[config.mk]
export PLATFORM = sky130hd
export DESIGN_NAME = fp_minmax_prep
export DESIGN_NICKNAME = d
export VERILOG_FILES = /design/src/rtl/fp_minmax_prep.sv
export SDC_FILE = /design/constraint.sdc
export NUM_CORES = 1
export LEC_CHECK = 0
export BUFFER_PORTS_ARGS = -buffer_cell sky130_fd_sc_hd__buf_2
export CAP_MARGIN = 5
export CORE_MARGIN = 3
export CORE_UTILIZATION = 49
export DETAILED_ROUTE_END_ITERATION = 6
export PLACE_DENSITY = 0.76
export SLEW_MARGIN = 25
export SYNTH_ARGS = -nofsm -noshare
export SYNTH_HDL_FRONTEND = slang
export SYNTH_SLANG_ARGS = --single-unit
[constraint.sdc]
create_clock -name clk -period 13.34 [get_ports clk]
set_input_delay 2.668 -clock clk [delete_from_list [all_inputs] [get_ports clk]]
set_output_delay 2.668 -clock clk [all_outputs]
set_load 0.01 [all_outputs]
[src/rtl/fp_minmax_prep.sv]
// Operand preparation and issue FIFO ahead of the floating-point max/min unit:
// NaN-box check, 10-bit classification and sign/magnitude extension per operand.
module fp_minmax_prep #(
    parameter int DEPTH = 2
) (
    input  logic                     clk,
    input  logic                     rst,
    input  logic                     in_valid,
    output logic                     in_ready,
    input  logic [63:0]              in_data1,
    input  logic [63:0]              in_data2,
    input  logic [1:0]               in_fmt,
    input  logic [2:0]               in_rm,
    output logic                     out_valid,
    input  logic                     out_ready,
    output logic [63:0]              out_data1,
    output logic [63:0]              out_data2,
    output logic [64:0]              out_ext1,
    output logic [64:0]              out_ext2,
    output logic [9:0]               out_class1,
    output logic [9:0]               out_class2,
    output logic [1:0]               out_fmt,
    output logic [2:0]               out_rm,
    output logic [$clog2(DEPTH):0]   count
);

    localparam int PW = $clog2(DEPTH);
    localparam int CW = PW + 1;

    typedef struct packed {
        logic [63:0] data;
        logic [64:0] ext;
        logic [9:0]  cls;
    } prep_t;

    typedef struct packed {
        prep_t       op1;
        prep_t       op2;
        logic [1:0]  fmt;
        logic [2:0]  rm;
    } entry_t;

    function automatic prep_t prepare(input logic [63:0] raw, input logic is_single);
        prep_t p;
        logic [63:0] d;
        logic s, e_ones, e_zero, m_zero, m_msb;
        logic nan, inf, zero, sub, norm;
        d = (is_single && raw[63:32] != 32'hFFFF_FFFF) ? 64'h0000_0000_7FC0_0000 : raw;
        if (is_single) begin
            s      = d[31];
            e_ones = &d[30:23];
            e_zero = ~|d[30:23];
            m_zero = ~|d[22:0];
            m_msb  = d[22];
            p.ext  = {s, 33'b0, d[30:0]};
        end else begin
            s      = d[63];
            e_ones = &d[62:52];
            e_zero = ~|d[62:52];
            m_zero = ~|d[51:0];
            m_msb  = d[51];
            p.ext  = {s, 1'b0, d[62:0]};
        end
        nan  = e_ones & ~m_zero;
        inf  = e_ones & m_zero;
        zero = e_zero & m_zero;
        sub  = e_zero & ~m_zero;
        norm = ~e_ones & ~e_zero;
        // bit 9 down to bit 0: qNaN, sNaN, +inf, +norm, +sub, +0, -0, -sub, -norm, -inf
        p.cls  = {nan & m_msb, nan & ~m_msb, inf & ~s, norm & ~s, sub & ~s,
                  zero & ~s, zero & s, sub & s, norm & s, inf & s};
        p.data = d;
        return p;
    endfunction

    entry_t          mem [DEPTH];
    entry_t          wr_entry;
    entry_t          head;
    logic [PW-1:0]   wr_ptr;
    logic [PW-1:0]   rd_ptr;
    logic            push;
    logic            pop;

    always_comb begin
        wr_entry     = '0;
        wr_entry.op1 = prepare(in_data1, in_fmt == 2'd0);
        wr_entry.op2 = prepare(in_data2, in_fmt == 2'd0);
        wr_entry.fmt = in_fmt;
        wr_entry.rm  = in_rm;
    end

    assign in_ready  = count < CW'(DEPTH);
    assign out_valid = count != '0;
    assign push      = in_valid && in_ready;
    assign pop       = out_ready && out_valid;

    always_ff @(posedge clk) begin
        if (push) begin
            mem[wr_ptr] <= wr_entry;
        end
    end

    always_ff @(posedge clk) begin
        if (rst) begin
            wr_ptr <= '0;
            rd_ptr <= '0;
            count  <= '0;
        end else begin
            if (push) begin
                wr_ptr <= wr_ptr + 1'b1;
            end
            if (pop) begin
                rd_ptr <= rd_ptr + 1'b1;
            end
            if (push && !pop) begin
                count <= count + 1'b1;
            end else if (pop && !push) begin
                count <= count - 1'b1;
            end
        end
    end

    // Empty FIFO presents an all-zero head so stale entries never leak downstream.
    assign head       = out_valid ? mem[rd_ptr] : '0;
    assign out_data1  = head.op1.data;
    assign out_data2  = head.op2.data;
    assign out_ext1   = head.op1.ext;
    assign out_ext2   = head.op2.ext;
    assign out_class1 = head.op1.cls;
    assign out_class2 = head.op2.cls;
    assign out_fmt    = head.fmt;
    assign out_rm     = head.rm;

endmodule

Word-level counts from Yosys, hierarchy flattened
Memories as Yosys holds them, arrays and structs flattened. A register that Yosys moved wholly into a read port is not among the register bits.
Cells that the tools add are included.
- bits of input ports: 137
- word-level logic and storage cells: 103
- memory bits (writable): 566
- latch bits: 0
- memories: 1
- register bits after elaboration: 4
- bits in read-only memories: 0
- multiplexer cells: 21
- bitwise gates (word level): 40
- multipliers: 0
- add/sub/neg operators: 4
- magnitude comparators: 1
- div/mod/pow operators: 0
- shifts and indexed selects: 0
- equal/unequal tests: 2
- reductions and logical operators: 31
- memory list (name ; words ; bits a word ; rd ports ; clocked after Yosys merged registers in ; wr ports ; RTL line ; source):
    mem ; 2 ; 283 ; 1 ; 1 ; 1 ; 76 ; entry_t mem [DEPTH];
- operators with widths (kind ; count):
    283-bit 2-to-1 mux ; 1
    65-bit 2-to-1 mux ; 2
    64-bit 2-to-1 mux ; 2
    52-bit OR reduction ; 2
    32-bit inequality test (second input constant) ; 2
    23-bit OR reduction ; 2
    1-bit AND ; 30
    11-bit AND reduction ; 2
    11-bit OR reduction ; 2
    8-bit AND reduction ; 2
    8-bit OR reduction ; 2
    1-bit 2-to-1 mux ; 14
    1-bit logical NOT ; 10
    1-bit inverter ; 10
    1-bit logical AND ; 6
    2-bit 2-to-1 mux ; 2
    2-bit nonzero test ; 2
    1-bit adder (second input constant) ; 2
    2-bit by 1-bit adder with 2-bit output (second input constant) ; 1
    2-bit logical NOT ; 1
    2-bit less-than comparator (second input constant) ; 1
    2-bit by 1-bit subtractor with 2-bit output (second input constant) ; 1

Depth between registers and ports, before layout
Gate-level depths: netlist of the first run.
- depth in word-level cells: 9
- gate-level depth with buffers: 7
- mapped depth without buffers: 7

Worst setup path after synthesis of the first run
OpenSTA, ideal clock, no wires.
- kind: input to register
- from: in in_valid
- to: mem mem[0][0] (netlist bit), enable pin
- required time: 12.512 ns
- path buffers: 0
- slack: -0.024 ns
- cell stages on the path: 2
- arrival: 12.535 ns
- path through: nor2b_1 > nor2b_1
- longest elaborated chain between the ends: 3
- ends and longest elaborated chain (element ; RTL line ; source):
    from (decl) ; 8 ; input logic in_valid,
    1-bit logical AND ; 94 ; assign push = in_valid && in_ready;
    1-bit 2-to-1 mux ; 98 ; if (push) begin
    1-bit 2-to-1 mux (not written as such) ; 99 ; mem[wr_ptr] <= wr_entry;
    to (decl) ; 76 ;
Every way passes these cells.

==> flow_metrics.tcl, run 1 <==
set metrics [dict create \
    post-route-min-period_ns 6.69 \
    routed_wire_length_per_instance_um 21.2 \
    total_power_mw 4.64 \
    yosys.cell_types.count 44 \
    die_x_um 204 \
    overflow 0 \
    final-max-slew-violation-count 0 \
    die_height_um 204 \
    layoutNonFillerInstCount 2281 \
    cp_common_cell "buf_4" \
    grt_start_max_net_pins 93 \
    place.detailed.instances 2196 \
    ctsResizeCount 0 \
    viasPerCell 5.39 \
    nets 1864 \
    drt-initial-drc-count 1021 \
    dpl-instance-area_um2 21400 \
    grt_first_pass_wirelength_um 71800 \
    critical-path-top-delay-family "buffers and inverters" \
    power.internal_mw 3.05 \
    drt_pre_antenna_iters 5 \
    floorplan.die_area_um2 41800 \
    run_status "finished, final reports clean" \
    timing_worst_setup_path_type "reg -> out" \
    ys_warn_count 0 \
    finalSetupViolations 0 \
    area_growth_syn_to_layout_pct 18.6 \
    nFillCells 3069 \
    sum_of_routed_wire_length_over_all_layers_um 48400 \
    power.density_nw_per_um2 203 \
    route.detailed.drc 0 \
    power.share.combinational_pct 33.4 \
    floorplan_core_area_um2 38700 \
    hold_violations 0 \
    io_pins 424 \
    power.leakage_nw 8.70 \
    port-buffer-count 421 \
    period_share_pct 50.2 \
    cts.sink_count 443 \
    synthCells 1378 \
    clk_transition_reported_paths_ns 0.06 \
    ys_seq_area_share_pct 68.8 \
    path_cells "buf_4 -> buf_4 -> mux2i_1 -> nor2_1 -> buf_2" \
    path_buf_inv 3 \
    area_of_all_placed_cells_without_fillers_um2 22900 \
    post_synth.cell_area_avg_um2 14.0 \
    grt_pass1_vias 12200 \
    antenna_left 0 \
    clock-root-buffer "clkbuf_16" \
    grt.total_usage_pct 22.4 \
    worstPathRequired_ns 10.67 \
    synthesis.area_um2 19300 \
    maxClockFrequency_mhz 149 \
    antenna_found_initial 4 \
    cts-hold-fix-buffers 0 \
    worst_setup_path_start_kind "flip-flop" \
    vdd.ir_drop.worst_mv 0.134 \
    share_of_cells_above_drive_strength_1_pct 30.3 \
    worstPathArrival_ns 4.03 \
    clock_latency_ns 0.56 \
    power.clock.fraction_pct 25.7 \
    drv_cap 0 \
    max_slew_margin_pct 30.5 \
    setup_repair_after_global_routing_missed_its_margin "no" \
    timing.critical_path.to_type "output pin" \
    dr_total_vias 12300 \
    cp_slowest_cell "dfxtp_4" \
    htreeDepth 2 \
    row_count 72 \
    timing.clock.skew_ns 0.0152 \
    cts-buffers-inserted 45 \
    seq_power_share_pct 40.8 \
    post_synthesis_sequential_element_count 443 \
    worst_slew_pin_slew_ns 1.04 \
    critPathMaxFanout 58 \
    tritoncts "yes" \
    post_cts_buffers 0 \
    tns_ns 0 \
    dp.final_hpwl_um 32800 \
    cts_max_path_buffers 3 \
    worstHoldPathType "reg -> reg" \
    cpPeakStageDelay_ns 1.03 \
    power.switching_fraction_pct 34.2 \
    initial_utilization_pct 49.8 \
    gp_congestion 0.827 \
    switchingPower_mw 1.59 \
]
-- cell usage after synthesis --
master,n,area [um^2]
a221oi_1,1,8.76
conb_1,1,3.75
buf_4,64,480
nor3_4,1,16.3
edfxtp_1,438,13200
nor2_1,237,890
xnor2_1,1,8.76
or4_1,3,22.5
buf_1,21,78.8
ha_1,1,12.5
nand4b_1,3,26.3
nor2b_1,114,713
nor3b_1,3,22.5
xor2_1,3,26.3
buf_2,6,30.0
a22o_1,1,8.76
a2bb2o_4,1,20.0
nand3_1,8,40.0
a31oi_1,2,12.5
o211a_1,1,10.0
o21a_1,4,30.0
nand4_1,25,156
inv_1,4,15.0
o211ai_1,2,15.0
or3_1,2,12.5
or2_2,20,125
clkbuf_1,47,176
a21oi_1,4,20.0
o21ai_0,3,15.0
a211oi_1,2,15.0
a21o_1,1,7.51
nor3_1,10,50.1
o31a_1,1,8.76
dfxtp_1,5,100
nor4_2,4,50.1
and4_1,2,17.5
o21ai_1,1,5.00
and3_1,5,31.3
nor3_2,1,10.0
nand2_1,11,41.3
mux2i_1,219,2190
nor4_1,25,156
a2bb2o_1,1,10.0
and2_1,69,432
-- tightest hold or removal path: stages (launching register included) --
cell and delay [ns]:
dfxtp_1 0.33, xor2_1 0.08, nor2_1 0.08
-- cells by family (layout without fill, tap and decap cells) --
group / Yosys count / in the layout / synth area share, %
AND/OR/NAND/NOR: 543 / 543 / 14.6
flip-flops: 443 / 443 / 68.8
multiplexers: 219 / 219 / 11.4
buffers and inverters: 142 / 524 / 4.05
AO/OA/AOI/OAI: 25 / 25 / 0.967
XOR/XNOR: 4 / 4 / 0.182
adder cells (fa/ha/maj): 1 / 1 / 0.0649
other: 1 / 4 / 0.0195
-- layout by cell type (no fill, tap or decap), types with 3 or more instances in the layout --
| master | count |
|---|---|
| edfxtp_1 | 438 |
| buf_2 | 421 |
| nor2_1 | 236 |
| mux2i_1 | 219 |
| nor2b_1 | 113 |
| and2_1 | 68 |
| clkbuf_16 | 45 |
| nand4_1 | 25 |
| nor4_1 | 25 |
| or2_2 | 19 |
| buf_4 | 15 |
| nand2_1 | 11 |
| clkinv_1 | 11 |
| nor3_1 | 10 |
| clkbuf_1 | 9 |
| nand3_1 | 8 |
| clkinv_2 | 7 |
| and3_1 | 5 |
| clkbuf_8 | 5 |
| nor4_2 | 4 |
| inv_1 | 4 |
| o21a_1 | 4 |
| a21oi_1 | 4 |
| dfxtp_1 | 4 |
| or4_1 | 3 |
| nand4b_1 | 3 |
| o21ai_0 | 3 |
| nor3b_1 | 3 |
| xor2_1 | 3 |
| inv_6 | 3 |
-- per-layer routing --
metal / up-vias / part of all wire [%] / track usage, %
met5: - / 0.045 / 0
met4: 4 / 2.1 / 6.14
met3: 86 / 8.2 / 4.48
met2: 561 / 49 / 37.7
met1: 6002 / 40 / 30.1
li1: 5649 / - / -
-- final cells by class --
| cell class | instances | area (um^2) | area share, % |
|---|---|---|---|
| Timing Repair Buffer | 438 | 2260 | 9.87 |
| Clock inverter | 23 | 163 | 0.711 |
| Tap cell | 518 | 648 | 2.83 |
| Clock buffer | 59 | 1230 | 5.37 |
| Inverter | 4 | 15.0 | 0.0656 |
| Antenna cell | 2 | 5.00 | 0.0219 |
| Multi-Input combinational cell | 794 | 5300 | 23.2 |
| Sequential cell | 443 | 13300 | 58.0 |
-- power groups by stage --
stage / clock network [mW] / logic [mW] / registers [mW]
global route: 1.27 / 1.68 / 1.91
detailed placement: 0 / 1.55 / 1.92
CTS: 1.22 / 1.56 / 1.90
finish: 1.19 / 1.55 / 1.89
global placement: 0 / 1.54 / 1.91
floorplan: 0 / 1.04 / 1.93
-- stage by stage --
stage               utilization (%)  setup slack (ns)  hold slack (ns)
floorplan                         -              4.22            0.472
global placement               55.4              7.15            0.483
detailed placement             55.4              7.17            0.513
CTS                            59.0              6.57            0.529
global route                   59.0              6.46            0.546
finish                         59.0              6.65            0.531
-- sequential cells by signal, summed over array words and instances, names as in the netlist, named ones only --
register and count:
count 2, mem 438, wr_ptr 1, rd_ptr 1
-- worst paths after layout --
check,startpoint,end,slack (ns),cells past startpoint
hold / removal,rd_ptr,flip-flop,0.53,2
setup reg to reg,count[1],mem[1][236],10.03,4
setup / recovery,flip-flop,out_class1[8],6.65,5
hold reg to reg,rd_ptr,flip-flop,0.53,2
No activity file was read; power rests on OpenSTA's default activity.
==> run 2: changes to the inputs <==
Clock period 13.34 ns to 5.55 ns, I/O delays scaled along.
==> run 2 against run 1 <==
Compared with the run above:
- die area unchanged
- via count down 0.39%
- wire length down 0.52%
- global-route usage down 0.15 points
- sequential share of layout area down 0.33 points
- clock power up 140%
- clock skew down 0.00068 ns
- core utilization up 0.34 points
- register-to-register slack worse by 6.6 ns
- hold slack worse by 0.017 ns
- first-iteration DRC count down 12%
- critical path type unchanged
- highest routed layer unchanged
==> flow_metrics.tcl, run 2 (synthesis results as in run 1) <==
set metrics [dict create \
    timing_worst_setup_path_type "reg -> out" \
    cpPeakStageDelay_ns 1.03 \
    max_reg_flops 438 \
    clock_latency_ns 0.58 \
    final_cell_mix "edfxtp_1, buf_2, nor2_1" \
    power.density_nw_per_um2 488 \
    finalSetupViolations 0 \
    port-buffer-count 421 \
    final-max-slew-violation-count 0 \
    worstHoldPathType "reg -> reg" \
    reg2reg_from "count[1]" \
    ctsResizeCount 0 \
    overflow 0 \
    vdd.ir_drop.worst_mv 0.411 \
    power.clock.fraction_pct 25.8 \
    setup_repair_after_global_routing_missed_its_margin "no" \
    initial_utilization_pct 49.8 \
    hold_violations 0 \
    post_cts_buffers 0 \
    drt-initial-drc-count 898 \
    post-route-min-period_ns 3.79 \
    drv_cap 0 \
    period_share_pct 68.4 \
    cp_slowest_cell "dfxtp_4" \
    antenna_found_initial 6 \
    grt_start_max_net_pins 119 \
    run_status "finished, final reports clean" \
    power.switching_fraction_pct 34.5 \
    die_x_um 204 \
    gp_congestion 0.879 \
    tritoncts "yes" \
    area_growth_syn_to_layout_pct 19.3 \
    floorplan.die_area_um2 41800 \
    routed_wire_length_per_instance_um 21.1 \
    drt_pre_antenna_iters 5 \
    timing.clock.skew_ns 0.0146 \
    power.share.combinational_pct 33.8 \
    clock-root-buffer "clkbuf_16" \
    worst_slew_pin_slew_ns 1.03 \
    floorplan_core_area_um2 38700 \
    worstPathArrival_ns 2.68 \
    critPathMaxFanout 54 \
    power.leakage_nw 8.73 \
    cts_max_path_buffers 3 \
    dr_total_vias 12300 \
    largestRegisters "mem: 438 flops, count: 2 flops" \
    fin_util_pct 59.4 \
    switchingPower_mw 3.87 \
    power.internal_mw 7.36 \
    io_pins 424 \
    row_count 72 \
    cts-buffers-inserted 46 \
    cts.sink_count 443 \
    nets 1866 \
    grt_pass1_vias 12200 \
    timing.critical_path.to_type "output pin" \
    max_slew_margin_pct 31.0 \
    cts-hold-fix-buffers 0 \
    leading_cell_type_in_the_layout_fill_and_taps_excluded "edfxtp_1" \
    sum_of_routed_wire_length_over_all_layers_um 48100 \
    htreeDepth 2 \
    hp-start "rd_ptr" \
    share_of_cells_above_drive_strength_1_pct 30.2 \
    grt.total_usage_pct 22.3 \
    grt_first_pass_wirelength_um 70900 \
    path_cells "buf_4 -> mux2i_1 -> nor2_1 -> buf_2" \
    maxClockFrequency_mhz 264 \
    antenna_left 0 \
    tns_ns 0 \
    worst_setup_path_start_kind "flip-flop" \
    dp.final_hpwl_um 32500 \
    route.detailed.drc 0 \
    registers.top_by_ff_count "mem" \
    viasPerCell 5.38 \
    worstPathRequired_ns 4.44 \
    seq_power_share_pct 40.5 \
    die_height_um 204 \
    clk_transition_reported_paths_ns 0.05 \
]
[run 2: cell count changes in the layout (fill, tap and decap cells not counted), sizes merged]
cell | previous run | this run
clkinv | 18 | 17
diode | 2 | 3
clkbuf | 59 | 54
inv | 7 | 5
clkinvlp | 0 | 2
buf | 438 | 439
[run 2: path summary, 6_finish.rpt]
kind | end | slack [ns] | cells after the start
max reg2reg | mem[1][228] | 3.45 | 3
min reg2reg | rd_ptr | 0.51 | 2
max | out_data2[13] | 1.76 | 4
min | rd_ptr | 0.51 | 2
[run 2: critical path, delay by kind of cell (launching register included)]
kind / cells / cell delay, ns
flip-flops: 1 / 1.03
buffers and inverters: 2 / 0.70
AND/OR/NAND/NOR: 1 / 0.23
multiplexers: 1 / 0.13
[run 2: metrics by stage]
stage	hold slack, ns	cell area (um^2)	setup WS (ns)	instances	power [mW]
6_report	0.514	23000	1.76	2277	11.2
5_1_grt	0.530	23000	1.60	2275	11.8
4_1_cts	0.520	23000	1.66	2274	11.4
3_5_place_dp	0.495	21600	1.80	2198	8.46
3_3_place_gp	0.487	21600	1.94	2197	8.41
2_1_floorplan	0.472	19300	0.400	1379	7.07
[run 2: cell type report]
class / instances / area, um^2
Multi-Input combinational cell: 794 / 5310
Clock inverter: 22 / 194
Clock buffer: 54 / 1200
Timing Repair Buffer: 439 / 2370
Antenna cell: 3 / 7.51
Sequential cell: 443 / 13300
Fill cell: 3070 / 15700
Inverter: 4 / 15.0
Tap cell: 518 / 648
[run 2: per-layer routing]
layer	share of wire, %	GRT usage (%)	up-vias
li1	-	-	5644
met1	39	27.6	5979
met2	50	38.2	537
met3	9.0	6.13	86
met4	2.5	7.03	8
met5	0.098	0	-
[run 2: power groups by stage]
stage	combinational, mW	clock (mW)	sequential, mW
finish	3.79	2.89	4.54
global route	4.12	3.08	4.60
CTS	3.85	2.95	4.55
detailed placement	3.84	0	4.62
global placement	3.82	0	4.59
floorplan	2.51	0	4.56
